--- src/rtl/dmi_req_buffer.sv ---
// dmi_req_buffer: FIFO-buffered DMI bridge with one outstanding transaction and a response watchdog; s_req/s_resp face the transport, m_req/m_resp the debug module, busy/timeout_count report status.
module dmi_req_buffer #(
  parameter int REQ_DEPTH  = 4,
  parameter int RESP_DEPTH = 4,
  parameter int ADDR_W     = 7,
  parameter int TIMEOUT    = 1023
) (
  input  logic              clk,
  input  logic              reset,
  input  logic              s_req_valid,
  output logic              s_req_ready,
  input  logic [ADDR_W-1:0] s_req_addr,
  input  logic [31:0]       s_req_data,
  input  logic [1:0]        s_req_op,
  output logic              s_resp_valid,
  input  logic              s_resp_ready,
  output logic [31:0]       s_resp_data,
  output logic [1:0]        s_resp_resp,
  output logic              m_req_valid,
  input  logic              m_req_ready,
  output logic [ADDR_W-1:0] m_req_addr,
  output logic [31:0]       m_req_data,
  output logic [1:0]        m_req_op,
  input  logic              m_resp_valid,
  output logic              m_resp_ready,
  input  logic [31:0]       m_resp_data,
  input  logic [1:0]        m_resp_resp,
  output logic              busy,
  output logic [7:0]        timeout_count
);
  localparam int QA = $clog2(REQ_DEPTH);
  localparam int PA = $clog2(RESP_DEPTH);
  localparam int WW = $clog2(TIMEOUT + 1);
  localparam int QW = ADDR_W + 34;
  localparam logic [QA:0] Q_FULL = (QA+1)'(REQ_DEPTH);
  localparam logic [PA:0] P_FULL = (PA+1)'(RESP_DEPTH);
  localparam logic [WW-1:0] WD_MAX = WW'(TIMEOUT);
  typedef enum logic [1:0] {IDLE, ISSUE, WAIT, FLUSH} state_t;
  state_t state, state_d;
  logic [QW-1:0] req_mem [REQ_DEPTH];
  logic [33:0] resp_mem [RESP_DEPTH];
  logic [QA-1:0] req_wr, req_rd;
  logic [PA-1:0] resp_wr, resp_rd;
  logic [QA:0] req_cnt;
  logic [PA:0] resp_cnt;
  logic [QW-1:0] req_q;
  logic [WW-1:0] wd;
  logic req_push, req_pop, resp_push, resp_pop, resp_full, m_resp_hs, wd_hit;
  logic [33:0] resp_in, resp_head;
  assign s_req_ready = reset && req_cnt != Q_FULL;
  assign req_push = s_req_valid && s_req_ready;
  assign resp_full = resp_cnt == P_FULL;
  assign req_pop = state == IDLE && req_cnt != '0 && !resp_full;
  assign m_req_valid = state == ISSUE;
  assign {m_req_addr, m_req_data, m_req_op} = req_q;
  assign m_resp_ready = (state == WAIT && !resp_full) || state == FLUSH;
  assign m_resp_hs = m_resp_valid && m_resp_ready;
  assign wd_hit = wd == WD_MAX;
  assign resp_push = state == WAIT && (m_resp_hs || wd_hit);
  assign resp_in = m_resp_hs ? {m_resp_data, m_resp_resp} : {32'h0, 2'd2};
  assign s_resp_valid = resp_cnt != '0;
  assign resp_pop = s_resp_valid && s_resp_ready;
  assign resp_head = s_resp_valid ? resp_mem[resp_rd] : '0;
  assign {s_resp_data, s_resp_resp} = resp_head;
  assign busy = state != IDLE || req_cnt != '0 || s_resp_valid;
  always_comb
    state_d = state == IDLE  ? (req_pop ? ISSUE : IDLE)
            : state == ISSUE ? (m_req_ready ? WAIT : ISSUE)
            : state == WAIT  ? (m_resp_hs ? IDLE : wd_hit ? FLUSH : WAIT)
            : (m_resp_hs || wd_hit) ? IDLE : FLUSH;
  always_ff @(posedge clk) begin
    if (req_push) req_mem[req_wr] <= {s_req_addr, s_req_data, s_req_op};
    if (resp_push) resp_mem[resp_wr] <= resp_in;
  end
  always_ff @(posedge clk or negedge reset) begin
    if (!reset) begin
      state         <= IDLE;
      req_wr        <= '0;
      req_rd        <= '0;
      req_cnt       <= '0;
      resp_wr       <= '0;
      resp_rd       <= '0;
      resp_cnt      <= '0;
      req_q         <= '0;
      wd            <= '0;
      timeout_count <= '0;
    end else begin
      state <= state_d;
      if (req_push) req_wr <= req_wr + 1'b1;
      if (req_pop) begin
        req_rd <= req_rd + 1'b1;
        req_q  <= req_mem[req_rd];
      end
      req_cnt <= req_cnt + (QA+1)'(req_push) - (QA+1)'(req_pop);
      if (resp_push) resp_wr <= resp_wr + 1'b1;
      if (resp_pop) resp_rd <= resp_rd + 1'b1;
      resp_cnt <= resp_cnt + (PA+1)'(resp_push) - (PA+1)'(resp_pop);
      wd <= (state_d != state || state == IDLE || state == ISSUE) ? '0 : wd + 1'b1;
      if (resp_push && !m_resp_hs && timeout_count != 8'hff) timeout_count <= timeout_count + 1'b1;
    end
  end
endmodule

--- config.mk ---
export PLATFORM = sky130hd
export DESIGN_NAME = dmi_req_buffer
export DESIGN_NICKNAME = d
export VERILOG_FILES = /design/src/rtl/dmi_req_buffer.sv
export SDC_FILE = /design/constraint.sdc
export NUM_CORES = 1
export LEC_CHECK = 0
export BUFFER_PORTS_ARGS = -buffer_cell sky130_fd_sc_hd__buf_2
export CAP_MARGIN = 0
export CORE_UTILIZATION = 49
export DETAILED_ROUTE_END_ITERATION = 7
export GPL_TIMING_DRIVEN = 0
export PLACE_DENSITY = 0.71
export SLEW_MARGIN = 20
export SYNTH_ARGS = -nofsm -noshare
export SYNTH_HDL_FRONTEND = slang
export SYNTH_SLANG_ARGS = --single-unit
--- constraint.sdc ---
create_clock -name clk -period 2.6 [get_ports clk]
set_input_delay 0.39 -clock clk [delete_from_list [all_inputs] [get_ports clk]]
set_output_delay 0.39 -clock clk [all_outputs]
set_load 0.02 [all_outputs]
Word level (Yosys, flattened, before mapping)
Memory sizes are Yosys's and may differ from the RTL's. A register that Yosys moved wholly into a read port is not among the register bits.
Index checks and enable logic that the tools add are counted.

operators by class
  add/subtract/negate cells = 10
  equality and inequality tests = 8
  reduce and logical (&&, ||, !) cells = 23
  mux-type cells = 15

operators with widths
  operator                                                                number
  34-bit 2-to-1 mux                                                       2
  2-bit 2-to-1 mux                                                        6
  10-bit by 1-bit adder with 10-bit output (second input constant)        1
  10-bit equality test (second input constant)                            1
  1-bit logical AND                                                       10
  10-bit 2-to-1 mux                                                       1
  2-bit by 1-bit adder with 2-bit output (second input constant)          4
  8-bit by 1-bit adder with 8-bit output (second input constant)          1
  8-bit != test (second input constant)                                   1
  3-bit by 1-bit adder with 3-bit output                                  2
  1-bit logical OR                                                        6
  1-bit 2-to-1 mux                                                        6
  3-bit nonzero test                                                      2
  3-bit by 1-bit subtractor with 3-bit output                             2
  2-bit equality test (second input constant)                             2
  3-bit equality test (second input constant)                             1
  1-bit zero test                                                         3
  3-bit != test (second input constant)                                   1
  2-bit by 1-bit equality test with 1-bit output (second input constant)  1
  2-bit zero test                                                         1
  2-bit != test                                                           1
  2-bit nonzero test                                                      1

word-level totals
  memories kept = 2
  register bits after elaboration = 34
  logic and storage cells = 67
  bits in writable memories = 300
  input bits = 81
  output and inout bits = 88

memories
  memory    words  bits a word  read ports  clocked after memory_dff  write ports  RTL line  source
  req_mem   4      41           1           1                         1            40        logic [QW-1:0] req_mem [REQ_DEPTH];
  resp_mem  4      34           1           0                         1            41        logic [33:0] resp_mem [RESP_DEPTH];

Depth between registers and ports, before layout
  word-level depth = 14
  mapped depth = 12
  depth with buffers taken out = 11

Worst setup path after synthesis
No wires, ideal clock.

  kind = reg-to-reg
  start point = reg req_cnt[1]
  end point = mem req_mem[0][0] (netlist name) (enable)
  path buffers = 0
  setup time = 403 ps
  clock period less this slack = 2,721 ps
  path slack = -121 ps
  stages on the path, launching flop included = 4
  required time = 2,197 ps
  data arrival time = 2,318 ps
  cell sequence = dfrtp_1 > nor2_1 > a21boi_0 > and3_1

on the way
  longest elaborated chain between the ends = 5

ends and longest elaborated chain
  item                                    RTL line  source
  start: declaration                      44        logic [QA:0] req_cnt;
  start signal: assignment                94        req_cnt <= req_cnt + (QA+1)'(req_push) - (QA+1)'(req_pop);
  3-bit != test                           50        assign s_req_ready = reset && req_cnt != Q_FULL;
  1-bit logical AND                       50
  via s_req_ready                         11        output logic s_req_ready,
  1-bit logical AND                       51        assign req_push = s_req_valid && s_req_ready;
  1-bit 2-to-1 mux                        72        if (req_push) req_mem[req_wr] <= {s_req_addr, s_req_data, s_req_op};
  1-bit 2-to-1 mux (not written as such)  72
  end: declaration                        40

The timed path passes the listed nets, and every way through them passes these cells.

Final worst setup path
  start point = reg resp_cnt[0]
  end point = reg resp_cnt[2]

on the way
  longest elaborated chain between the ends = 9
  elaborated cells between the ends (all ways) = 11
  classes of those cells = 2 x add/sub; 1 x eq/ne; 8 x reduce/logical

ends and longest elaborated chain
  item                                             RTL line  source
  start: declaration                               45        logic [PA:0] resp_cnt;
  start signal: assignment                         97        resp_cnt <= resp_cnt + (PA+1)'(resp_push) - (PA+1)'(resp_pop);
  3-bit equality test                              52        assign resp_full = resp_cnt == P_FULL;
  1-bit zero test                                  56        assign m_resp_ready = (state == WAIT && !resp_full) || state == FLUSH;
  1-bit logical AND                                56
  1-bit logical OR                                 56
  1-bit logical AND                                57        assign m_resp_hs = m_resp_valid && m_resp_ready;
  1-bit logical OR                                 59        assign resp_push = state == WAIT && (m_resp_hs || wd_hit);
  1-bit logical AND                                59
  3-bit by 1-bit adder with 3-bit output           97
  3-bit by 1-bit subtractor with 3-bit output (*)  97

Every way passes the cells marked *; elsewhere a longest branch is shown, timed or not.
A chain may end at the register's enable or synchronous reset.

==> flow_results.org <==
** Critical path
- Of all nets on the critical path, the largest fanout is 7.
- Reg-to-reg setup timing slack :: between 90 and 100 ps
- Traced cell by cell, the critical path runs through or3b_4 > buf_6 > o211a_4 > o21a_4 > inv_2 > ha_1 > inv_1 > ha_2 > fa_2 > xor2_1 > xnor2_1.
- The worst setup path is launched from a flop.
- Critical-path cell with the highest stage delay :: sky130_fd_sc_hd__dfrtp_1
- Req. time, crit path :: a little under 3000 ps
- In this run the critical register-to-register path is launched from resp_cnt[0]$_DFF_PN0_.
- Worst flop-to-flop path endpoint :: resp_cnt[2]$_DFF_PN0_
- Maximum cell stage delay along the critical path :: roughly 400 ps
- CP Data Arrival Time :: just under 3000 ps
- Cell family with most CP delay :: adder cells
- Buf/Inv on CP :: 3
- The number of cells on the worst reg-to-reg path is 11.
- Worst Setup End Kind :: flop
- Crit Path Class :: flop to flop

** Clock tree
- Clk sink count :: around 380
- Maximum number of buffers from clock root to sink :: 3
- CTS tree :: yes
- CTS H-tree depth :: 2
- In this run, CTS created clock tree buffers numbering 38.
- Clk Tree Root Cell :: sky130_fd_sc_hd__clkbuf_16
- Clock-pin transition on the worst setup and hold timing paths :: 60 ps
- Clock latency reported for the late side of the worst-skew pair :: approximately 510 ps

** Pwr
- Static Leak :: ~0.0063 uW
- Areal power density over the cells :: 1109 nW/um2
- IR analysis of the VDD net gives a maximum drop of around 0.65 mV.

** Yosys
- Yosys warning count :: 0
- Post-Synth Adder-Cell Area :: around 1.5%
- A synthesized cell averages 20.08 um2.
- Counting every net in the synthesized netlist gives slightly above 800.
- Yosys mapped the design onto 37 distinct sky130hd cell types.
- Post-synthesis sequential area ratio :: between 70% and 80%
- Summing the areas of all xor and xnor instances in the mapped netlist gives ~1.5% of the synthesized area.
- Yosys mapped a number of flops with a built-in enable equal to 300.
- Share of flip-flops with an asynchronous set or reset after synthesis :: roughly a fifth
- Predominant post-synthesis flop cell :: sky130_fd_sc_hd__edfxtp_1
- Multiplexer cells account for 15.00% of the synthesized area.
- In this run, synthesis produced a sequential element count of about 380.
- Post-Syn Instances :: ~730
- Cell area after technology mapping :: 14560 um2
- Summing the areas of all compound-gate instances in the mapped netlist gives less than 1% of the synthesized area.
- Simple-gate share of the synthesized area :: 5.216%
- Largest family of logic cells by synthesized area :: multiplexers

** Hold path
- The path with the worst hold slack has its endpoint at req_mem[3][15]$_DFFE_PP_.
- Type of the worst min-delay path :: primary input to flop
- Critical hold path startpoint :: s_req_data[13]
- Along the worst hold path, the cell count comes to 1.

** Final layout
- Compared with the post-synthesis result, the final layout area differs by 19.88%.
- At the end of the flow the core is filled with cells to between 60% and 70%.
- Post-route standard cell area excluding fillers :: 17460 um2
- Net count reported at finish :: about 1.0k
- Final non-filler cell total :: around 1.4k
- Fraction of final layout cells with drive strength greater than 1 :: 40.29%
- Antenna diode count :: 0

** Drt
- Via density per instance :: approximately 5.3
- Total Wirelength :: between 20000 and 30000 um
- After detailed routing, the number of remaining DRC violations is 0.
- The detail route stage leaves a number of antenna-violating nets equal to 0.
- The first TritonRoute pass finished after 4 iterations.
- Violation count after the first detailed-routing iteration :: roughly 400
- The routed layout has 7210 vias.
- In the final routed layout, each cell accounts on average for a little under 20 um.

** Timing
- Final count of negative-setup-slack endpoints :: 0
- For the pin with the worst max-slew slack, the measured transition is 686.7 ps.
- Setup repair after global routing left no endpoint under its margin.
- Count of endpoints failing hold in the final timing report :: 0
- Fin Setup TNS :: 0 ps
- Timing would allow up to approximately 0.4 GHz.
- The number of pins exceeding their max-slew limit in the final report is 0.
- Dividing the final minimum period by the clock period gives 96.25%.
- Clock Skew :: approximately 21 ps
- Min Hold Slack :: around 86 ps
- The worst path in the final design needs a cycle of 2502 ps, including I/O delays and setup.
- Worst slew margin relative to its limit :: a little over half

** Global routing
- Sum of overflow across all layers after global routing :: 0
- Via count of the first global-routing pass :: between 7k and 8k
- Global-route wire length before repair :: 42490 um
- Pin count of the biggest net entering global routing :: between 40 and 50
- The initial antenna violation count came to 5.
- Total routing resource utilization after global routing :: about 18%

** Die
- Die boundary width :: ~170 um
- Starting Density :: between 50% and 60%
- For this design the top-level I/O count stands at 169.
- Cell Rows :: between 60 and 70
- Die Y :: 174.4 um
- The floorplan step defined a core boundary enclosing about 29000 um2.
- The die covers 30410 um2.

** Placed design
- # placed instances :: around 1.3k
- Once placement finished, the instance area stood at approximately 16000 um2.
- Routability cong. :: 0.7178
- Detailed placement finished with a half-perimeter wire length of around 16000 um.
- Number of I/O port buffers :: ~170

** Flow run
- Max-cap violations :: 0

** Status
- The run finished with clean final reports.
==> sequential cells by signal (all words and copies together), names as in the netlist, 3 cells and up <==
name / flops
req_mem: 164
wd: 10
timeout_count: 8
req_q: 41
resp_mem: 136
resp_cnt: 3
req_cnt: 3
==> area by class of cell <==
| class | count | area [um2] |
|---|---|---|
| Tap cell | 384 | 480.5 |
| Sequential cell | 375 | 10890 |
| Buffer | 29 | 175.2 |
| Clock buffer | 46 | 1011 |
| Multi-Input combinational cell | 304 | 3572 |
| Clock inverter | 22 | 196.4 |
| Timing Repair Buffer | 184 | 1087 |
| Fill cell | 2083 | 11480 |
| Inverter | 13 | 48.80 |
==> cell usage after synthesis (2+ instances only) <==
library cell | count | area share (%)
sky130_fd_sc_hd__mux2_2 | 44 | 3.4
sky130_fd_sc_hd__nor3_1 | 4 | 0.14
sky130_fd_sc_hd__dfrtp_1 | 75 | 13
sky130_fd_sc_hd__and3_1 | 7 | 0.30
sky130_fd_sc_hd__nand2_1 | 10 | 0.26
sky130_fd_sc_hd__nand3_1 | 6 | 0.21
sky130_fd_sc_hd__and2_1 | 75 | 3.2
sky130_fd_sc_hd__xnor2_1 | 12 | 0.72
sky130_fd_sc_hd__o21a_1 | 3 | 0.15
sky130_fd_sc_hd__a21boi_0 | 2 | 0.10
sky130_fd_sc_hd__ha_1 | 14 | 1.2
sky130_fd_sc_hd__nor4_1 | 3 | 0.13
sky130_fd_sc_hd__mux4_2 | 75 | 12
sky130_fd_sc_hd__clkbuf_1 | 18 | 0.46
sky130_fd_sc_hd__xor2_1 | 13 | 0.78
sky130_fd_sc_hd__edfxtp_1 | 300 | 62
sky130_fd_sc_hd__buf_2 | 14 | 0.48
sky130_fd_sc_hd__fa_1 | 2 | 0.27
sky130_fd_sc_hd__nor2_1 | 12 | 0.31
sky130_fd_sc_hd__inv_1 | 13 | 0.34
sky130_fd_sc_hd__nor2b_1 | 2 | 0.086
sky130_fd_sc_hd__nand4_1 | 6 | 0.26
==> cell usage in the layout (no fill, tap or decap), types with 6 or more instances in the layout <==
| cell type | count |
|---|---|
| sky130_fd_sc_hd__and2_1 | 70 |
| sky130_fd_sc_hd__buf_12 | 6 |
| sky130_fd_sc_hd__buf_2 | 175 |
| sky130_fd_sc_hd__buf_4 | 6 |
| sky130_fd_sc_hd__clkbuf_1 | 19 |
| sky130_fd_sc_hd__clkbuf_16 | 38 |
| sky130_fd_sc_hd__clkinv_1 | 7 |
| sky130_fd_sc_hd__clkinv_2 | 8 |
| sky130_fd_sc_hd__dfrtp_1 | 75 |
| sky130_fd_sc_hd__edfxtp_1 | 300 |
| sky130_fd_sc_hd__ha_1 | 13 |
| sky130_fd_sc_hd__inv_1 | 12 |
| sky130_fd_sc_hd__mux2_2 | 44 |
| sky130_fd_sc_hd__mux4_2 | 75 |
| sky130_fd_sc_hd__nand2_1 | 10 |
| sky130_fd_sc_hd__nand3_1 | 6 |
| sky130_fd_sc_hd__nand4_1 | 6 |
| sky130_fd_sc_hd__nor2_1 | 12 |
| sky130_fd_sc_hd__xnor2_1 | 12 |
| sky130_fd_sc_hd__xor2_1 | 13 |
==> logic make-up after synthesis <==
group	Yosys count
compound gates	13
xor+xnor	25
fa+ha+maj	16
buf+inv	46
flops	375
mux	119
simple gates	131
==> stage by stage <==
stage	worst slack [ps]	power [uW]
floorplan	18.53	12280
global placement	-1386	14010
detailed placement	-716.6	14160
CTS	13.39	19540
global route	4.264	20370
finish	97.59	19360
==> routing by layer <==
| layer | track usage (%) | share of wire, % |
|---|---|---|
| met5 | 0 | 0.17 |
| met4 | 4.349 | 1.6 |
| met3 | 5.118 | 7.0 |
| met2 | 31.16 | 51 |
| met1 | 22.91 | 41 |
==> what timing repair did <==
action                                 CTS  global route
pin swaps                                1             3
cloned                                   0             0
setup endpoints to repair               57            14
setup buffers                            3             3
hold buffers                             5             0
gates resized for setup                 23            10
endpoints found under the hold margin   34             0
==> worst max-delay path by stage <==
stage / start / endpoint / slack [ps] / cells after the start
2_1_floorplan: wd[0]$_DFF_PN0_ / resp_cnt[2]$_DFF_PN0_ / 20 / 11
3_3_place_gp: reset / req_cnt[2]$_DFF_PN0_ / -1390 / 11
3_5_place_dp: reset / req_cnt[2]$_DFF_PN0_ / -720 / 12
4_1_cts: resp_cnt[1]$_DFF_PN0_ / resp_cnt[2]$_DFF_PN0_ / 10 / 11
5_1_grt: wd[0]$_DFF_PN0_ / resp_cnt[2]$_DFF_PN0_ / 4 / 11
6_report: resp_cnt[0]$_DFF_PN0_ / resp_cnt[2]$_DFF_PN0_ / 100 / 11
==> power by group <==
| part | switching, uW | leakage [uW] | internal, uW |
|---|---|---|---|
| sequential | 391 | 0.00364 | 7490 |
| combinational | 3340 | 0.00211 | 2900 |
| clock | 2160 | 0.000592 | 3070 |
(Power assumes the default switching activity.)
